--- src/rtl/imem_access_arbiter.sv ---
// Arbitrates the single-ported instruction memory between IF-stage fetch and the boot loader.
// Boot phase gives the loader exclusive access; run phase favours fetch with a loader starvation guard.
module imem_access_arbiter #(
   parameter int ADDR_W        = 10,
   parameter int MAX_WAIT      = 4,
   parameter bit BOOT_ON_RESET = 1'b1
) (
   input  logic              clk,
   input  logic              reset,
   input  logic              fetch_req,
   input  logic [31:0]       fetch_addr,
   output logic              fetch_stall,
   output logic              fetch_valid,
   output logic [31:0]       fetch_instr,
   output logic              fetch_fault,
   input  logic              load_req,
   input  logic [31:0]       load_addr,
   input  logic [31:0]       load_data,
   output logic              load_ack,
   input  logic              load_done,
   output logic              boot_mode,
   output logic              mem_en,
   output logic              mem_we,
   output logic [ADDR_W-1:0] mem_addr,
   output logic [31:0]       mem_wdata,
   input  logic [31:0]       mem_rdata
);

   localparam int WW = $clog2(MAX_WAIT + 1);

   typedef enum logic {BOOT, RUN} state_t;
   localparam state_t RST_STATE = BOOT_ON_RESET ? BOOT : RUN;

   state_t        state;
   logic [WW-1:0] wait_cnt;
   logic          rd_pend;
   logic          fault_q;

   logic fetch_ok, load_ok, force_load;
   logic fetch_grant, load_grant;
   logic unused_load_lsbs;

   assign unused_load_lsbs = ^load_addr[1:0];

   assign fetch_ok   = (fetch_addr[1:0] == 2'b00) && (fetch_addr[31:ADDR_W+2] == '0);
   assign load_ok    = (load_addr[31:ADDR_W+2] == '0);
   assign force_load = load_req && (wait_cnt == WW'(MAX_WAIT));

   always_comb begin
      fetch_grant = 1'b0;
      load_grant  = 1'b0;
      if (!reset) begin
         if (state == BOOT) begin
            load_grant = load_req;
         end else begin
            fetch_grant = fetch_req && !force_load;
            load_grant  = load_req && (!fetch_req || force_load);
         end
      end
   end

   assign load_ack    = load_grant;
   assign fetch_stall = !reset && fetch_req && !fetch_grant;
   assign mem_we      = load_grant && load_ok;
   assign mem_en      = mem_we || (fetch_grant && fetch_ok);
   assign mem_addr    = load_grant ? load_addr[ADDR_W+1:2] : fetch_addr[ADDR_W+1:2];
   assign mem_wdata   = load_data;
   assign boot_mode   = (state == BOOT);

   // A read landing during a reset cycle is discarded so no stale instruction escapes.
   assign fetch_valid = rd_pend && !reset;
   assign fetch_instr = fetch_valid ? mem_rdata : '0;
   assign fetch_fault = fault_q;

   always_ff @(posedge clk) begin
      if (reset) begin
         state    <= RST_STATE;
         wait_cnt <= '0;
         rd_pend  <= 1'b0;
         fault_q  <= 1'b0;
      end else begin
         rd_pend <= fetch_grant && fetch_ok;
         fault_q <= fetch_grant && !fetch_ok;
         if (!load_req || load_grant)
            wait_cnt <= '0;
         else if (wait_cnt != WW'(MAX_WAIT))
            wait_cnt <= wait_cnt + 1'b1;
         if (state == BOOT && load_done)
            state <= RUN;
      end
   end

endmodule

--- config.mk ---
export PLATFORM = sky130hd
export DESIGN_NAME = imem_access_arbiter
export DESIGN_NICKNAME = d
export VERILOG_FILES = /design/src/rtl/imem_access_arbiter.sv
export SDC_FILE = /design/constraint.sdc
export NUM_CORES = 1
export LEC_CHECK = 0
export CAP_MARGIN = 10
export CORE_MARGIN = 10
export CORE_UTILIZATION = 18
export CTS_BUF_LIST = sky130_fd_sc_hd__clkbuf_16
export DETAILED_ROUTE_END_ITERATION = 8
export PLACE_DENSITY = 0.81
export SLEW_MARGIN = 10
export SYNTH_ARGS = -nofsm -noshare
export SYNTH_HDL_FRONTEND = slang
export SYNTH_SLANG_ARGS = --single-unit
--- constraint.sdc ---
create_clock -name clk -period 1.9 [get_ports clk]
set_clock_uncertainty 0.1 [all_clocks]
set_input_delay 0.19 -clock clk [delete_from_list [all_inputs] [get_ports clk]]
set_output_delay 0.19 -clock clk [all_outputs]
set_load 0.01 [all_outputs]
==> flow_summary_export.csv <==
group,metric,value,unit
outcome,status,"finished, violations left",
outcome,violations,"setup timing",
timing,final-setup-viol-count,12,
synthesis,synth-adder-area-share,2.54,%
clocking,cts_buffer_depth,2,
place,place_congestion,0.759,
min_path,holdPathStages,3,
critical_path,path_buf_inv,3,
clocking,cts_buffers,3,
synthesis,async_flop_share,0,%
clocking,cts_tree,"built",
critical_path,slowest_delay,0.46,ns
global_route,grt_pass1_wl,8030,µm
timing,hold_slack,0.231,ns
power_and_ir_drop,irDropWorstVdd,0.360,mV
synthesis,avgSynthCellArea,7.69,µm²
power_and_ir_drop,p_per_area,320,nW/µm²
synthesis,yosys_warnings,0,
timing,hold_violations,0,
route,via_count,1351,
timing,fin_crit_sh,113,%
clocking,holdBufCountCts,0,
job,cap_violations,0,
synthesis,ys.flop_type,"dfxtp_1",
synthesis,ys_top_cells_by_area,"buf_4 24%, and2_1 20%, mux2_4 14%",
floorplan,num_rows,26,
critical_path,cp_max_fo,6,
route,drcViolationCount,0,
timing,relSlewSlack,80.7,%
critical_path,worst_r2r_path_depth,8,
synthesis,synthMuxAreaShare,15.9,%
synthesis,synthTopCellsByCount,"32 x and2_1, 32 x buf_4, 11 x nor4_1, 9 x mux2_4",
clocking,clk_latency,0.22,ns
layout,area_delta_synth_final,156,%
critical_path,worstPathArrival,1.85,ns
timing,max_freq,467,MHz
route,drt_iter0_markers,11,
route,drtPass1Iterations,4,
floorplan,fp.dieW,94.0,µm
min_path,hold_path_class,"input port to flop",
critical_path,path_cells,"inv_2, ha_4, nand2_4, a311o_2, buf_12, mux2_4, buf_6",
route,drt-total-wl,5670,µm
synthesis,synth_compound_area_share,1.65,%
synthesis,synthXorXnorAreaFrac,0,%
route,avgViaCountPerCell,4.09,
clocking,htree_num_levels,1,
route,postRouteAntennaNets,0,
floorplan,initial_core_util,18.9,%
critical_path,cp_slowest_cell,"a311o_2",
timing,tightest_slew,0.287,ns
global_route,grt_max_degree,18,
timing,fin_crit,2.14,ns
synthesis,syn-num-nets,263,
synthesis,synthSimpleGateAreaFrac,39.1,%
critical_path,cp-start-kind,"flop",
clocking,clk_pin_slew,0.03,ns
synthesis,synth_edf_count,0,
critical_path,cpLargestDelayFamily,"compound AO/OA/AOI/OAI gates",
synthesis,synth.distinct_cells,24,
synthesis,synthCells,128,
layout,antenna_cells,0,
floorplan,die_area,8830,µm²
synthesis,synth_area,985,µm²
place,hpwl,5070,µm
synthesis,seq_area_frac_synth,12.2,%
timing,slew_violations,0,
place,post-place-ws,-0.514,ns
clocking,cts_sinks,6,
global_route,antenna_found_initial,0,
global_route,globalRouteTotalUtil,11.4,%
global_route,grt-ovfl-total,0,
layout,fin_util,48.4,%
synthesis,synth-seq-cells,6,
layout,nets,397,
floorplan,die_h,94.0,µm
route,wl_per_cell,17.2,µm
timing,timing.setup.tns,-2.63,ns
synthesis,synth_top_family_by_area,"simple AND/OR/NAND/NOR gates",
power_and_ir_drop,power_leakage,1.13,nW
timing,rsz0062_at_grt,"true",
floorplan,core-area,5200,µm²
place,portBuffers,147,
clocking,cts-root-buf,"clkbuf_16",
synthesis,synth_top_area_share,24.4,%
critical_path,cp.depth,7,
global_route,grt_pass1_vias,1506,
synthesis,synth_area_leader_cell,"buf_4",
critical_path,worstSetupPathType,"flop to primary output",
floorplan,io_pins,214,
layout,drive_gt1_share,30.0,%
timing,fin_ws,-0.242,ns
critical_path,cp.required,1.61,ns
critical_path,end_kind,"primary output",
## flip-flops by register name, indices dropped and copies added (netlist names)
register / count
wait_cnt: 3
rd_pend: 1
state: 1
fetch_fault: 1
## per-layer routing
metal	global-route usage, %	vias to the layer above	wire length, µm
met5	0	-	0
met1	10.2	568	1930
met3	7.35	5	835
met2	20.7	123	2850
met4	3.04	0	51
li1	-	655	-
## worst reg2reg max path, stage by stage, from the launching register on
cell     delay (ns)
dfxtp_2        0.32
inv_2          0.05
ha_4           0.16
buf_4          0.12
buf_4          0.12
nand3_1        0.11
nand2_1        0.10
nor4_2         0.22
buf_4          0.16
## kinds of logic (layout without fill, tap and decap cells)
group	after synthesis	count (layout)
AOI/OAI and AO/OA	2	2
adders and majority gates	2	2
buffers and inverters	41	173
DFF	6	6
muxes	11	11
and+or+nand+nor	66	66
## power breakdown
part	internal [W]	total (W)	switching, W
registers	0.000130	0.000132	0.00000191
logic	0.000261	0.000340	0.0000786
clock network	0.000269	0.000333	0.0000640
total	0.000660	0.000805	0.000144
## cells in the final DEF (no fill, tap or decap), types with 3 or more instances in the layout
cell type	n
nor4_1	10
inv_2	3
nor2_1	6
nand2_1	6
buf_4	13
dfxtp_1	4
dlygate4sd2_1	4
clkdlybuf4s15_1	9
buf_6	13
buf_12	3
clkdlybuf4s50_1	99
clkbuf_2	19
mux2_4	10
and2_1	32
clkbuf_16	3
## final timing paths
| check | start | to | slack, ns |
|---|---|---|---|
| setup reg to reg | wait_cnt[0] | rd_pend | 0.38 |
| setup / recovery | wait_cnt[0] | mem_addr[8] | -0.24 |
| hold reg to reg | wait_cnt[0] | wait_cnt[0] | 0.41 |
| hold / removal | reset | state | 0.23 |
## stage by stage
step                instance area, µm²  power [W]  std cells
finish                            2520   0.000805        330
CTS                               2600   0.000820        330
detailed placement                2390   0.000458        320
floorplan                          985   0.000265        128
global placement                  2390   0.000452        320
global route                      2520   0.000840        330
## cell type report
cell class                      count  area, µm²
Fill cell                         498       2690
Timing Repair Buffer              165       1580
Multi-Input combinational cell     81        632
Sequential cell                     6        123
Tap cell                           70       87.6
Clock buffer                        3       75.1
Inverter                            5       18.8
## timing repair
item / CTS / global route
cloned: 2 / 0
endpoints found under the setup margin: 47 / 46
gates resized for setup: 126 / 43
pin swaps: 4 / 4
setup buffers: 5 / 1
Power figures use the tool's default switching activity.
